`config.mk`:
```
export PLATFORM = sky130hd
export DESIGN_NAME = if_fetch_unit
export DESIGN_NICKNAME = d
export VERILOG_FILES = /design/src/rtl/if_fetch_unit.sv
export SDC_FILE = /design/constraint.sdc
export NUM_CORES = 1
export LEC_CHECK = 0
export CAP_MARGIN = 30
export CORE_AREA = 2 2 137 139
export DETAILED_ROUTE_END_ITERATION = 8
export DIE_AREA = 0 0 139 141
export GPL_TIMING_DRIVEN = 0
export PLACE_DENSITY = 0.67
export SYNTH_ARGS = -nofsm -noshare
export SYNTH_HDL_FRONTEND = slang
export SYNTH_SLANG_ARGS = --single-unit
```
`constraint.sdc`:
```
create_clock -name clk_i -period 2.3 [get_ports clk_i]
set_input_delay 0.575 -clock clk_i [delete_from_list [all_inputs] [get_ports clk_i]]
set_output_delay 0.575 -clock clk_i [all_outputs]
set_load 0.1 [all_outputs]
```
`src/rtl/if_fetch_unit.sv`:
```
// Instruction-fetch stage: fetch PC, single-outstanding imem requests, one-entry ID slot.
// Define IF_PREDICT_EN to let the branch predictor steer the next fetch PC.
module if_fetch_unit #(
    parameter logic [31:0] RESET_PC = 32'h8000_0000
) (
    input  logic        clk_i,
    input  logic        rst_n_i,
    output logic [31:0] pd_pc_o,
    input  logic        pd_taken_i,
    input  logic [31:0] pd_target_i,
    input  logic        pd_failed_i,
    input  logic [31:0] pd_flush_pc_i,
    output logic        imem_req_o,
    output logic [31:0] imem_addr_o,
    input  logic        imem_gnt_i,
    input  logic        imem_rvalid_i,
    input  logic [31:0] imem_rdata_i,
    output logic        id_valid_o,
    input  logic        id_ready_i,
    output logic [31:0] id_pc_o,
    output logic [31:0] id_inst_o,
    output logic        id_pred_taken_o,
    output logic [31:0] id_pred_target_o
);

    typedef enum logic [1:0] {IDLE, REQ, WAIT} state_t;

    state_t      state;
    logic [31:0] pc;
    logic        kill;
    logic [31:0] fl_pc;
    logic        fl_taken;
    logic [31:0] fl_target;

    logic        slot_valid;
    logic [31:0] slot_pc;
    logic [31:0] slot_inst;
    logic        slot_taken;
    logic [31:0] slot_target;

    logic        pred_taken;
    logic [31:0] pred_target;
    logic [31:0] next_pc;
    logic        req;
    logic        fire;
    logic        load;
    logic        consume;

`ifdef IF_PREDICT_EN
    assign pred_taken  = pd_taken_i;
    assign pred_target = pd_target_i;
`else
    logic unused_pred;
    assign unused_pred = ^{pd_taken_i, pd_target_i};
    assign pred_taken  = 1'b0;
    assign pred_target = '0;
`endif

    assign next_pc = pred_taken ? pred_target : pc + 32'd4;
    // Only request when the slot will be free by the time the response lands.
    assign req     = (state == REQ) && (!slot_valid || id_ready_i);
    assign fire    = req && imem_gnt_i;
    assign load    = (state == WAIT) && imem_rvalid_i && !kill && !pd_failed_i;
    assign consume = slot_valid && id_ready_i;

    always_ff @(posedge clk_i or negedge rst_n_i) begin
        if (!rst_n_i) begin
            state     <= IDLE;
            pc        <= RESET_PC;
            kill      <= 1'b0;
            fl_pc     <= '0;
            fl_taken  <= 1'b0;
            fl_target <= '0;
        end else begin
            case (state)
                IDLE: state <= REQ;
                REQ: begin
                    if (fire) begin
                        fl_pc     <= pc;
                        fl_taken  <= pred_taken;
                        fl_target <= pred_target;
                        pc        <= next_pc;
                        kill      <= pd_failed_i;
                        state     <= WAIT;
                    end
                end
                WAIT: begin
                    if (imem_rvalid_i) begin
                        kill  <= 1'b0;
                        state <= REQ;
                    end else if (pd_failed_i) begin
                        kill <= 1'b1;
                    end
                end
                default: state <= IDLE;
            endcase
            // Redirect wins over any same-cycle sequential or predicted advance.
            if (pd_failed_i) pc <= pd_flush_pc_i;
        end
    end

    always_ff @(posedge clk_i or negedge rst_n_i) begin
        if (!rst_n_i) begin
            slot_valid  <= 1'b0;
            slot_pc     <= '0;
            slot_inst   <= '0;
            slot_taken  <= 1'b0;
            slot_target <= '0;
        end else begin
            if (load) begin
                slot_valid  <= 1'b1;
                slot_pc     <= fl_pc;
                slot_inst   <= imem_rdata_i;
                slot_taken  <= fl_taken;
                slot_target <= fl_target;
            end else if (consume) begin
                slot_valid <= 1'b0;
            end
            if (pd_failed_i) slot_valid <= 1'b0;
        end
    end

    assign pd_pc_o          = pc;
    assign imem_addr_o      = pc;
    assign imem_req_o       = req;
    assign id_valid_o       = slot_valid;
    assign id_pc_o          = slot_pc;
    assign id_inst_o        = slot_inst;
    assign id_pred_taken_o  = slot_taken;
    assign id_pred_target_o = slot_target;

endmodule

```
* Yosys cells after proc, flatten, opt, wreduce, memory -nomap -nowiden
Index checks and enable logic that the tools add are counted.
** Operators by class
- Reduce and logical (&&, ||, !) cells :: 19
- Add/sub/neg operators :: 1
- Eq/ne operators :: 5
- Mux-type cells :: 13
** Operators with widths (count)
- 2-to-1 mux 32 bit :: 3
- adder 32 x 3 -> 32 bit, second input constant :: 1
- logical AND 1 bit :: 6
- 2-to-1 mux 1 bit :: 6
- case mux 2 bit (3 select lines) :: 1
- AND reduction 2 bit :: 3
- nonzero test 2 bit :: 3
- 2-to-1 mux 2 bit :: 2
- inequality test 2 bit, second input constant :: 2
- zero test 1 bit :: 3
- inequality test 3 bit, second input constant :: 1
- AND reduction 3 bit :: 1
- nonzero test 3 bit :: 1
- equality test 2 x 1 -> 1 bit, second input constant :: 1
- equality test 2 bit, second input constant :: 1
- zero test 2 bit :: 1
- case mux 1 bit (2 select lines) :: 1
- logical OR 1 bit :: 1
** Storage, ports and cells
- Register bits after elaboration :: 132
- Output and inout port bits :: 163
- Word-level logic and storage cells :: 45
- Input port bits :: 103

* Longest topological paths before layout
Gate-level depths: netlist of the first run.
- Word-level depth :: 7
- Depth in mapped cells :: 6
- Mapped depth without buffers :: 5

* Least setup slack after synthesis of the first run
OpenSTA, ideal clock, no wires.
- Kind :: flip-flop to output port
- From :: reg slot_valid, in the netlist id_valid_o
- To :: out imem_req_o
- Arrival :: 2340 ps
- Setup slack :: -615 ps
- Required time :: 1725 ps
- Stages on the path, launching flop included :: 3
- Cell sequence :: dfrtp_1 -> nor2b_1 -> nor2_1
** On the way
- Cells in the longest elaborated chain, start to end :: 3
** Ends and longest elaborated chain
- start: declaration :: line 35 : logic slot_valid;
- start signal: assignment :: line 104 : slot_valid <= 1'b0;
- start signal: assignment :: line 111 : slot_valid <= 1'b1;
- start signal: assignment :: line 117 : slot_valid <= 1'b0;
- zero test 1 bit :: line 61 : assign req = (state == REQ) && (!slot_valid || id_ready_i);
- logical OR 1 bit :: line 61
- logical AND 1 bit :: line 61
- end: declaration :: line 13 : output logic imem_req_o,
Every way passes these cells.

* Worst setup path in the final report of the first run
- From :: reg pc[5], in the netlist imem_addr_o[5]
- To :: out imem_addr_o[5]
** RTL lines
- start: declaration :: line 29 : logic [31:0] pc;
- start signal: assignment :: line 82 : pc <= next_pc;
- start signal: assignment :: line 98 : if (pd_failed_i) pc <= pd_flush_pc_i;
- end: declaration :: line 14 : output logic [31:0] imem_addr_o,
No word-level cell between the ends.

==> results of run 1 <==
-- final cells by class --
type / instances / area [µm²]
tap: 234 / 292.8
buffer: 92 / 608.1
clock inverter: 15 / 205.2
timing repair buffer: 201 / 1974
clock buffer: 17 / 425.4
sequential: 132 / 3333
fill: 1684 / 8944
multi-input combinational: 338 / 2459
inverter: 7 / 26.28
-- sequential cells by signal, summed over array words and instances (netlist names) --
| register | count |
|---|---|
| state | 2 |
| kill | 1 |
| fl_pc | 32 |
| id_pc_o | 32 |
| id_inst_o | 32 |
| imem_addr_o | 32 |
| id_valid_o | 1 |
-- what timing repair did --
item	4_1_cts	5_1_grt
setup buffers	1	0
gates resized for setup	250	30
pin swaps	0	0
setup endpoints to repair	161	48
-- worst paths after layout --
kind,end,slack (ns),depth (start not counted)
min,fl_pc[2],0.07,1
max,imem_addr_o[5],0.05,1
min in group clk_i,fl_pc[5],0.48,2
min reg2reg,fl_pc[5],0.48,2
max in group asynchronous,imem_addr_o[22],1.40,2
max reg2reg,imem_addr_o[24],0.16,5
-- cells by family after synthesis --
| logic type | Yosys count | share of synthesized area |
|---|---|---|
| buffers and inverters | 100 | 0.1005 |
| AO/OA/AOI/OAI | 58 | 0.06365 |
| flip-flops | 132 | 0.5286 |
| other | 1 | 0.0005999 |
| multiplexers | 95 | 0.1707 |
| XOR/XNOR | 5 | 0.007007 |
| adder cells (fa/ha/maj) | 1 | 0.002001 |
| AND/OR/NAND/NOR | 146 | 0.1269 |
-- stage by stage --
step | setup slack (ns) | setup TNS, ns
2_1_floorplan | 0.01972 | 0
3_3_place_gp | -5.818 | -692.36
3_5_place_dp | -0.7363 | -44.81
4_1_cts | 0.001073 | 0
5_1_grt | 0.005443 | 0
6_report | 0.04574 | 0
-- placed cells by master (no fill, tap or decap), drive strengths merged, types with 9 or more instances in the layout --
cell,count
dfrtp,131
mux2,93
buf,80
clkdlybuf4s50,68
dlygate4sd2,66
clkdlybuf4s15,52
clkbuf,44
conb,33
nand2,32
nand3,22
nand4,18
nor2,18
o21ai,15
o31ai,13
or4,12
a31oi,9
-- report_power, final --
part | leakage, nW | switching [W] | internal, W
combinational | 2.37 | 0.00625 | 0.00172
sequential | 1.58 | 0.000506 | 0.00323
clock | 0.300 | 0.00107 | 0.00182
-- layer usage --
layer  up-vias  share of wire
li1       2368              -
met1      2459           0.43
met2       205           0.48
met3        10          0.082
met4         0         0.0061
met5         -              0
==> results.json, run 1 <==
{
  "synth.avg_cell_area_um2": 11.62,
  "synth-seq-cells": 132,
  "cts.clk_slew.worst_paths_ns": 0.06,
  "synth_top_cell_by_area": "sky130_fd_sc_hd__dfrtp_1",
  "ys_seq_area_frac": 0.5286,
  "r2r_start": "imem_addr_o[2]",
  "cts-root-to-sink-buffers": 2,
  "finalClockSkew_ns": 0.009945,
  "worst_ir_drop_vdd_uv": 1036,
  "critPathCaptureType": "primary output",
  "diodes": 0,
  "worstPathCellList": "dlygate4sd2_1",
  "drt_iter0_markers": 212,
  "area_growth_syn_to_layout_pct": 49.16,
  "critical_path.slowest_cell": "sky130_fd_sc_hd__dlygate4sd2_1",
  "first_pass_iters": 5,
  "ys.warnings.count": 0,
  "grt_setup_unrepaired": "no",
  "post-layout-total-power_w": 0.01460,
  "finish.net_count": 893,
  "numPortBuffers": 198,
  "post_synth_most_frequent_cells": "sky130_fd_sc_hd__dfrtp_1, sky130_fd_sc_hd__mux2_2, sky130_fd_sc_hd__buf_4",
  "post-synth-top-count-cell": "sky130_fd_sc_hd__dfrtp_1",
  "max_clk_rate_mhz": 443.6,
  "antenna_found_initial": 0,
  "worst_hold_path_type": "input pin to asynchronous set/reset pin",
  "syn_inst": 538,
  "fin_area_mm2": 0.009324,
  "globalRouteMet3Util": 0.06012,
  "netlist-cell-type-count": 44,
  "timing.max_cap.violations": 0,
  "cpLargestDelayFamily": "buffers and inverters",
  "fp.coreArea_mm2": 0.01827,
  "floorplan.die.width_um": 139,
  "synth-edff-count": 0,
  "postRouteAntennaNets": 0,
  "routed_wl_mm": 17.68,
  "post-route-drc-count": 0,
  "die-height_um": 141,
  "clock_sinks": 132,
  "p_leak_nw": 4.253,
  "cellPowerDensity_mw_per_mm2": 1565,
  "postPlaceCellArea_mm2": 0.008732,
  "grt_use_met1": 0.2340,
  "post_drt_wl_per_cell_um": 17.07,
  "place_hpwl_mm": 12.89,
  "timing.slew.headroom": 0.3247,
  "top_usage_layer": "met2",
  "crit_path_max_fanout": 4,
  "via_count_of_the_first_global_routing_pass": 4998,
  "gr-total-overflow": 0,
  "setup.worst_path.class": "flip-flop to primary output",
  "finish.utilization": 0.5104,
  "slowest_delay_ns": 0.86,
  "post-synth-top-area-fraction": 0.5244,
  "grt_use_total": 0.1817,
  "final_count_of_pins_violating_max_slew": 0,
  "ctsHtreeMaxLevel": 4,
  "placedCellCount": 1004,
  "postSynth.asyncResetShare": 1.000,
  "report.final.setup_viol": 0,
  "cts.root.buffer_cell": "sky130_fd_sc_hd__clkbuf_16",
  "grt_max_degree": 91,
  "start_kind": "flip-flop",
  "finish.cell_count_without_fillers": 1036,
  "place_congestion": 0.8511,
  "ios": 266,
  "cts_hold_repair.buffers": 0,
  "standard_cell_rows": 50,
  "viasPerCell": 4.867,
  "critical_path_arrival_ns": 1.68,
  "timing_worst_slew_pin_value_ns": 1.017,
  "cp_data_required_time_ns": 1.73,
  "design.die.area_mm2": 0.01960,
  "finalCriticalPeriod_ns": 2.254,
  "grt_pass1_wl_mm": 27.95,
  "cts-buffers-inserted": 17,
  "synth_flop_cell": "sky130_fd_sc_hd__dfrtp_1",
  "clkLatencyLatePin_ns": 0.42,
  "timing_hold_violations_final": 0,
  "critPathBufInv": 1,
  "mappedNetlistArea_mm2": 0.006251,
  "tritoncts": "yes",
  "initial_core_util": 0.3422,
  "layout_worst_path_cycle_share": 0.9801,
  "worst_setup_path_startpoint": "imem_addr_o[5]",
  "num_vias": 5042,
  "grtUsageMet2": 0.2974,
  "fin_worst_hold_slack_ns": 0.06923,
  "status": "completed",
  "ratio_of_cells_with_drive_above_1_in_the_final_layout": 0.3791,
  "synth.top_cells.by_area": "sky130_fd_sc_hd__dfrtp_1, sky130_fd_sc_hd__mux2_2, sky130_fd_sc_hd__buf_4, sky130_fd_sc_hd__nand2_1, sky130_fd_sc_hd__nand4_1"
}
Power figures use the tool's default switching activity.
==> inputs of run 2 (changes only) <==
==> constraint.sdc (replaced) <==
create_clock -name clk_i -period 2.9 [get_ports clk_i]
set_input_delay 0.725 -clock clk_i [delete_from_list [all_inputs] [get_ports clk_i]]
set_output_delay 0.725 -clock clk_i [all_outputs]
set_load 0.1 [all_outputs]
==> results.json, run 2 (synthesized netlist as in run 1, its figures left out) <==
{
  "status": "completed",
  "cts_hold_repair.buffers": 0,
  "antenna_found_initial": 0,
  "finalCriticalPeriod_ns": 2.872,
  "reg2reg_setup_slack_ns": 0.56,
  "postCtsSetupRepairBufs": 0,
  "ios": 266,
  "layout.cells.most_common": "sky130_fd_sc_hd__clkdlybuf4s50_1",
  "cts-buffers-inserted": 17,
  "diodes": 0,
  "final_critical_path_setup_slack_ns": 0.02762,
  "place_congestion": 0.8268,
  "layout_worst_path_cycle_share": 0.9905,
  "postRouteAntennaNets": 0,
  "crit-reg2reg-capture": "imem_addr_o[22]",
  "num_vias": 5041,
  "timing.slew.headroom": 0.3188,
  "crit_path_max_fanout": 6,
  "max_clk_rate_mhz": 348.1,
  "r2r_start": "imem_addr_o[2]",
  "post-layout-total-power_w": 0.01161,
  "worst_setup_path_startpoint": "id_ready_i",
  "gr-total-overflow": 0,
  "report.final.setup_viol": 0,
  "routed_wl_mm": 17.19,
  "standard_cell_rows": 50,
  "fp.coreArea_mm2": 0.01827,
  "post-route-drc-count": 0,
  "design.die.area_mm2": 0.01960,
  "numPortBuffers": 198,
  "clkLatencyLatePin_ns": 0.42,
  "area_growth_syn_to_layout_pct": 48.32,
  "post_drt_wl_per_cell_um": 16.59,
  "timing_worst_slew_pin_value_ns": 1.019,
  "viasPerCell": 4.866,
  "grt_pass1_wl_mm": 27.35,
  "critPathCaptureType": "primary output",
  "drt_iter0_markers": 176,
  "clock_sinks": 132,
  "grt_max_degree": 74,
  "initial_core_util": 0.3422,
  "ctsHtreeMaxLevel": 4,
  "post-place-ws_ns": -0.4486,
  "place_hpwl_mm": 12.32,
  "cts.root.buffer_cell": "sky130_fd_sc_hd__clkbuf_16",
  "die-height_um": 141,
  "layout.filler_cells": 1683,
  "start_kind": "input pin",
  "worst_ir_drop_vdd_uv": 978.1,
  "grt_setup_unrepaired": "no",
  "worst_hold_path_type": "input pin to asynchronous set/reset pin",
  "p_leak_nw": 4.150,
  "finish.net_count": 893,
  "timing.max_cap.violations": 0,
  "via_count_of_the_first_global_routing_pass": 5033,
  "setup.worst_path.end": "imem_req_o",
  "final_count_of_pins_violating_max_slew": 0,
  "grt_use_total": 0.1760,
  "floorplan.die.width_um": 139,
  "rr_worst_depth": 5,
  "tritoncts": "yes",
  "cts.clk_slew.worst_paths_ns": 0.06,
  "ratio_of_cells_with_drive_above_1_in_the_final_layout": 0.2656,
  "fin_area_mm2": 0.009271,
  "cp_data_required_time_ns": 2.17,
  "finalClockSkew_ns": 0.008386,
  "cellPowerDensity_mw_per_mm2": 1252,
  "timing_hold_violations_final": 0,
  "postPlaceCellArea_mm2": 0.008677,
  "first_pass_iters": 4,
  "layout.cells.most_common_list": "sky130_fd_sc_hd__clkdlybuf4s50_1, sky130_fd_sc_hd__dfrtp_1, sky130_fd_sc_hd__mux2_2",
  "cts-root-to-sink-buffers": 2,
  "critical_path_arrival_ns": 2.15,
  "setup.worst_path.class": "input pin to primary output"
}
[run 2: cell count changes in the layout (fill, tap and decap cells not counted), moves of 3 or more]
cell,change
sky130_fd_sc_hd__dfrtp_1,+19
sky130_fd_sc_hd__dlygate4sd2_1,-43
sky130_fd_sc_hd__clkdlybuf4s50_1,+91
sky130_fd_sc_hd__buf_2,-3
sky130_fd_sc_hd__bufinv_16,-3
sky130_fd_sc_hd__dfrtp_2,-17
sky130_fd_sc_hd__dlymetal6s2s_1,+14
sky130_fd_sc_hd__clkdlybuf4s15_2,-50
sky130_fd_sc_hd__clkbuf_2,-11
sky130_fd_sc_hd__clkbuf_1,+6
[run 2: how the worst min path moves through the flow]
stage	from	to	cells past startpoint
floorplan	rst_n_i	fl_pc[0]	0
global placement	fl_pc[20]	fl_pc[20]	2
finish	rst_n_i	id_inst_o[27]	1
global route	rst_n_i	id_inst_o[27]	1
CTS	rst_n_i	id_inst_o[27]	1
detailed placement	fl_pc[20]	fl_pc[20]	2
[run 2: layout make-up]
| cell class | count | area, µm² | share of cell area |
|---|---|---|---|
| Buffer | 93 | 603.1 | 0.06505 |
| Clock inverter | 15 | 132.6 | 0.01430 |
| Timing Repair Buffer | 200 | 2046 | 0.2206 |
| Inverter | 7 | 26.28 | 0.002834 |
| Clock buffer | 17 | 425.4 | 0.04588 |
| Tap cell | 234 | 292.8 | 0.03158 |
| Sequential cell | 132 | 3304 | 0.3564 |
| Multi-Input combinational cell | 338 | 2441 | 0.2633 |
[run 2: timing repair]
| item | 4_1_cts | 5_1_grt |
|---|---|---|
| endpoints found under the setup margin | 24 | 16 |
| cloned | 0 | 0 |
| pin swaps | 0 | 0 |
| gates resized for setup | 26 | 16 |
[run 2: power by group]
part / total (W) / switching (W) / internal, W
sequential: 0.00298 / 0.000423 / 0.00255
clock: 0.00203 / 0.000851 / 0.00118
combinational: 0.00660 / 0.00494 / 0.00166
[run 2: through the flow]
step	util	std cells	hold WS [ns]	TNS (ns)
after detailed placement	0.4750	1003	0.4702	-2.534
after floorplan	-	570	0.4294	0
after CTS	0.5040	1035	0.2989	0
final	0.5075	1036	0.2824	0
after global placement	0.4734	1002	0.4627	-582.19
after global routing	0.5075	1036	0.3267	0
[run 2: routing by layer]
layer,vias up,part of all wire,track usage
li1,2370,-,-
met1,2442,0.44,0.2301
met2,211,0.47,0.2823
met3,18,0.076,0.05333
met4,0,0.014,0.05476
met5,-,0,0
[run 2: worst max-delay path, stage by stage]
cell                              delay [ns]
sky130_fd_sc_hd__clkdlybuf4s50_1        0.45
sky130_fd_sc_hd__nor2b_1                0.41
sky130_fd_sc_hd__nor2_2                 0.09
sky130_fd_sc_hd__clkdlybuf4s15_2        0.48
